<file path="config.mk">
export PLATFORM = sky130hd
export DESIGN_NAME = bcd_stopwatch_lap
export DESIGN_NICKNAME = d
export VERILOG_FILES = /design/src/rtl/bcd_stopwatch_lap.sv
export SDC_FILE = /design/constraint.sdc
export NUM_CORES = 1
export LEC_CHECK = 0
export ABC_AREA = 0
export BUFFER_PORTS_ARGS = -buffer_cell sky130_fd_sc_hd__buf_4
export CAP_MARGIN = 5
export CORE_ASPECT_RATIO = 2
export CORE_UTILIZATION = 57
export CTS_CLUSTER_DIAMETER = 200
export DETAILED_ROUTE_END_ITERATION = 16
export PLACE_DENSITY = 0.79
export SKIP_LAST_GASP = 1
export SYNTH_ARGS = -nofsm -noshare
export SYNTH_HDL_FRONTEND = slang
export SYNTH_SLANG_ARGS = --single-unit
</file>
<file path="constraint.sdc">
create_clock -name clk -period 5 [get_ports clk]
set_input_delay 1 -clock clk [delete_from_list [all_inputs] [get_ports clk]]
set_output_delay 1 -clock clk [all_outputs]
set_load 0.01 [all_outputs]
</file>
<file path="src/rtl/bcd_stopwatch_lap.sv">
// ---------------------------------------------------------------------------
// bcd_stopwatch_lap
//
// BCD stopwatch core. A prescaler divides clk into a count tick every DVSR
// cycles of go=1. Each tick moves an NDIG-digit BCD counter up or down by one.
// A lap register can freeze the displayed value while the live count keeps
// running.
//
// Parameters:
//   DVSR   clock cycles per count tick (>= 1)
//   NDIG   number of BCD digits (>= 1)
//
// Ports:
//   clk     system clock, rising-edge active
//   reset   asynchronous active-high reset
//   go      1 = run, 0 = pause (prescaler and digits hold)
//   clr     synchronous clear of prescaler, count and lap state
//   up      count direction, 1 = increment, 0 = decrement
//   lap     single-cycle pulse, toggles the display freeze
//   count   live BCD count, nibble i = digit i, digit 0 is the LSD
//   disp    lap register while frozen, otherwise the live count
//   frozen  1 while disp shows the lap register
//   wrap    one-cycle pulse in the cycle count holds the rolled-over value
// ---------------------------------------------------------------------------
module bcd_stopwatch_lap #(
    parameter int unsigned DVSR = 10_000_000,
    parameter int unsigned NDIG = 4
) (
    input  logic              clk,
    input  logic              reset,
    input  logic              go,
    input  logic              clr,
    input  logic              up,
    input  logic              lap,
    output logic [4*NDIG-1:0] count,
    output logic [4*NDIG-1:0] disp,
    output logic              frozen,
    output logic              wrap
);

    localparam int unsigned PW = (DVSR > 1) ? $clog2(DVSR) : 1;
    localparam logic [PW-1:0] PRESC_MAX = PW'(DVSR - 1);

    logic [PW-1:0]     presc_q, presc_d;
    logic [4*NDIG-1:0] count_q, count_d;
    logic [4*NDIG-1:0] lap_reg_q, lap_reg_d;
    logic              frozen_q, frozen_d;
    logic              wrap_q, wrap_d;

    logic              tick;
    logic [4*NDIG-1:0] count_inc, count_dec;
    logic              inc_carry, dec_borrow;

    assign tick = go && (presc_q == PRESC_MAX);

    // Ripple BCD increment / decrement. The carry (borrow) out of the top digit
    // is set only when every digit was 9 (0), which is exactly the wrap case.
    always_comb begin
        logic [3:0] d;
        count_inc = count_q;
        count_dec = count_q;
        inc_carry = 1'b1;
        dec_borrow = 1'b1;
        for (int i = 0; i < int'(NDIG); i++) begin
            d = count_q[4*i +: 4];
            if (inc_carry) begin
                if (d == 4'd9) begin
                    count_inc[4*i +: 4] = 4'd0;
                end else begin
                    count_inc[4*i +: 4] = d + 4'd1;
                    inc_carry = 1'b0;
                end
            end
            if (dec_borrow) begin
                if (d == 4'd0) begin
                    count_dec[4*i +: 4] = 4'd9;
                end else begin
                    count_dec[4*i +: 4] = d - 4'd1;
                    dec_borrow = 1'b0;
                end
            end
        end
    end

    always_comb begin
        presc_d   = presc_q;
        count_d   = count_q;
        lap_reg_d = lap_reg_q;
        frozen_d  = frozen_q;
        wrap_d    = 1'b0;

        if (clr) begin
            presc_d   = '0;
            count_d   = '0;
            lap_reg_d = '0;
            frozen_d  = 1'b0;
        end else begin
            if (go) begin
                presc_d = tick ? '0 : presc_q + PW'(1);
            end
            if (tick) begin
                count_d = up ? count_inc : count_dec;
                wrap_d  = up ? inc_carry : dec_borrow;
            end
            // Capture uses the pre-edge count, even when a tick lands on the
            // same edge.
            if (lap) begin
                if (!frozen_q) begin
                    lap_reg_d = count_q;
                    frozen_d  = 1'b1;
                end else begin
                    frozen_d  = 1'b0;
                end
            end
        end
    end

    always_ff @(posedge clk or posedge reset) begin
        if (reset) begin
            presc_q   <= '0;
            count_q   <= '0;
            lap_reg_q <= '0;
            frozen_q  <= 1'b0;
            wrap_q    <= 1'b0;
        end else begin
            presc_q   <= presc_d;
            count_q   <= count_d;
            lap_reg_q <= lap_reg_d;
            frozen_q  <= frozen_d;
            wrap_q    <= wrap_d;
        end
    end

    // Both mux operands are registers, so disp carries no input-to-output path.
    assign disp   = frozen_q ? lap_reg_q : count_q;
    assign count  = count_q;
    assign frozen = frozen_q;
    assign wrap   = wrap_q;

endmodule

</file>
==> run summary <==
The critical path launch point type is a register. Once detail routing completed, the nets flagged for antenna violations numbered 0. The fraction of synthesized cell area taken by the top area cell type works out to 40.2%.

Yosys printed 0 warnings. Root cell of the clock tree: clkbuf_16. At the worst endpoint, the required time is 4000 ps. The synthesized design spends more area on one cell type than any other, namely dfrtp_1. The most frequent cell after synthesis is dfrtp_1. After synthesis, flip-flops and latches occupy 40.2% of the total area. The combined area of the multi-input logic cells is 1960 um^2, and the post-detailed-route via-to-cell ratio is 5.92. The core region is 6060 um^2.

In the final routed layout, each cell accounts on average for 16.3 um. When the netlist entered floorplanning its net count stood at 386. For the area of the mapped netlist, the log shows 3610 um^2.

The average instance in the mapped netlist occupies 9.52 um^2. The number of instances on the worst hold path was 2. In this run the power density over the cells is 257 nW/um^2. The clock skew after layout was 3.82 ps; the number of optimization iterations in the first detailed-route pass was 4.

The run gives 2,833 as the via count of the first global-routing pass. In this run the worst setup path begins at frozen. The worst register-to-register path has a setup slack of 2930 ps. The number of standard cells after synthesis is 379. Setup slack closes at 2250 ps. Number of primary I/O pins: 40.

The start of the worst register-to-register path was count[5]. The final critical path takes up 55.0% of the cycle. The detailed router finished its first iteration with 203 violations. At the pin with the least slew margin, the transition time is 762 ps. Setup violations remaining at the end of the flow were counted as 0.

The count of buffering cells on the critical path with inverters included is 1, and the horizontal extent of the die is 58.3 um. The number of clock buffers added by TritonCTS is 9. For the clock sink count, the log shows 58. The part of the power in the clock network came out at 49.2%. For this design the static power due to leakage is 0.00181 uW. Following the worst setup path forward leads to its endpoint at disp[1]. The count of input and output buffers works out to 39. Summed over all layers, the routed wires come to 8.02 mm.

The run gives 0 as the antenna diode count. TritonCTS built the clock tree. The hold violation count in the final report is 0. In this design, the largest share of critical-path delay is due to flip-flops. The area growth from synthesis to layout is 13.8%. The highest clock frequency the design can meet was 0.364 GHz; the number of synthesized flops with an enable pin was 0. Setup repair after global routing left no endpoint under its margin. For the insertion delay to the later sink of the worst-skew pair, the log shows 320 ps.

The run gives 13.4 mm as the first-pass GRT wire length. In this run the tightest slew margin relative to its limit is 49.2%. Ranked by total cell area, the synthesized netlist is headed by dfrtp_1 40%, nor2_1 5.3%, mux2i_1 4.7%, xnor2_1 4.6%, mux2_2 4.1%. The signal arrival time at the worst endpoint was 1750 ps; the clock transition time at the flip-flop clock pins of the worst setup and hold paths was 50 ps.

The worst hold path belongs to the class register to register. The final standard cell count with taps included and fillers excluded came out at 492. The run gives 1450 um^2 as the area occupied by registers.

Dominant register cell in the synthesized netlist: dfrtp_1. In this run the power spent charging and discharging nets is 230 uW. Entering global routing, the biggest net connects 59 pins.

The logs give 0 for the total global routing overflow and 0 for the max-cap check violation count. The run gives 5.59 mm as the total half-perimeter wirelength after legalization and detailed placement. Across all layers, the routed design uses 2,914 vias. In this run the worst path has a maximum fanout of 23. The final-report max-slew violation count is 0, and the number of cell instances on the worst register-to-register path is 5.

The worst setup slack before clock tree synthesis came out at 2390 ps. In the final timing run, aggregate negative setup slack is 0 ps. For this run, design rule violations remaining after detail routing come to 0.

The number of cells upsized or downsized after cts was 0. The congestion estimate from routability-driven global placement came to 0.797. The flow ran to the end, and the final reports show no timing, DRC or antenna violations.

The synthesized design contains 58 register bits. The fill cell instance count of the final layout came out at 483. Traced cell by cell, the critical path runs through mux2_2, buf_4. The tools report the cell-internal power as 823 uW. Of the total power, registers draw 45.5%. For the initial antenna violation count, the log shows 0. The worst setup path is captured at a primary output.

After clock tree synthesis, the flow added hold-fix buffers numbering 0. The worst-case IR drop observed on VDD is 0.216 mV. The critical path runs through a total of 2 cells. The routed design could run at a clock period as short as 2750 ps. The H-tree was split into 3 levels. On the worst path, the slowest cell contributes a delay of 830 ps.

The number of rows created at floorplan was 40. Cells fill 67.8% of the core in the end. Including well taps, the total number of placed cells is 477.

For the post-CTS setup-driven buffer insertion count, the log shows 0. The clock passes through at most 2 buffers. The run gives 6670 um^2 as the area of the die. In this run switching power makes up 21.8% of total power.

The final layout contains 411 nets. Of the cells placed in the final design, the portion with a size suffix greater than 1 is 21.1%. The die is 115 um tall. Combinational logic is responsible for 5.3% of the overall power. Global routing consumed, over all layers together, 26.9% of the routing resources. After synthesis, the netlist uses 61 different library cells. Worst hold margin: 520 ps. After synthesis, the share of flip-flops with an asynchronous set or reset is 100%. The endpoint identified for the worst register-to-register timing path is count[12].

For this configuration, the core starts out at a cell density of 59.6%. The classification of the worst setup path was register to primary output. Critical-path cell with the highest stage delay: dfrtp_1.

The commonest cells after synthesis are 58 x dfrtp_1, 51 x nor2_1, 25 x nand2_1, 19 x o21ai_0, 19 x xnor2_1.
-- cells in the final DEF (no fill, tap or decap), types with 6 or more instances in the layout --
| master | netlist | routed |
|---|---|---|
| nor3_1 | 10 | 10 |
| nand4_1 | 8 | 8 |
| nand2_1 | 25 | 25 |
| clkbuf_16 | 0 | 9 |
| xnor2_1 | 19 | 19 |
| buf_4 | 1 | 41 |
| nor2_1 | 51 | 51 |
| dfrtp_1 | 58 | 58 |
| nand3_1 | 17 | 17 |
| xor2_1 | 13 | 13 |
| clkbuf_1 | 11 | 6 |
| inv_1 | 10 | 9 |
| o21ai_0 | 19 | 19 |
| a21oi_1 | 12 | 12 |
| mux2i_1 | 17 | 17 |
| mux2_2 | 13 | 13 |
-- final cells by class --
class                   count  area share [%]
well taps                  84            2.56
multi-input cells         284            47.6
inverters                  10           0.914
flip-flops and latches     58            35.4
clock buffers              15            6.03
repair buffers             41            7.50
-- worst register-to-register path: cells and delay by family, from the launching register on --
kind / cells / cell delay (ps)
AO/OA/AOI/OAI: 3 / 490
AND/OR/NAND/NOR: 2 / 930
flip-flops: 1 / 520
-- logic make-up (layout without fill, tap and decap cells) --
family	Yosys count	in the layout	synth area share, %
XOR/XNOR	32	32	7.77
adder cells (fa/ha/maj)	1	1	0.347
flip-flops	58	58	40.2
AND/OR/NAND/NOR	159	159	25.9
AO/OA/AOI/OAI	62	62	11.4
multiplexers	30	30	8.78
buffers and inverters	37	66	5.55
-- sequential cells by signal, summed over array words and instances, names as in the netlist --
| register | cells |
|---|---|
| count | 16 |
| presc_q | 24 |
| frozen | 1 |
| wrap | 1 |
| lap_reg_q | 16 |
-- routing by layer --
metal,track usage (%),share of wire (%)
met3,4.97,3.2
met1,28.3,37
met2,46.7,55
met4,18.3,5.2
met5,0,0
-- stage by stage --
step | cell area (um^2) | total power [uW]
2_1_floorplan | 3610 | 531
3_3_place_gp | 3860 | 542
3_5_place_dp | 3860 | 543
4_1_cts | 4110 | 1060
5_1_grt | 4110 | 1090
6_report | 4110 | 1050
-- power groups by stage --
stage / clock, uW / combinational (uW) / sequential (uW)
finish: 518 / 56.0 / 479
global route: 547 / 63.1 / 480
CTS: 525 / 56.3 / 479
detailed placement: 0 / 56.6 / 487
global placement: 0 / 55.4 / 487
floorplan: 0 / 49.1 / 482
-- worst min-delay path by stage --
stage                              from  slack (ps)       endpoint
after floorplan            lap_reg_q[0]         480   lap_reg_q[0]
after global placement    lap_reg_q[12]         500  lap_reg_q[12]
after detailed placement   lap_reg_q[9]         510   lap_reg_q[9]
after CTS                  lap_reg_q[1]         520   lap_reg_q[1]
after global routing       lap_reg_q[4]         550   lap_reg_q[4]
final                      lap_reg_q[6]         520   lap_reg_q[6]
(Power assumes the default switching activity.)
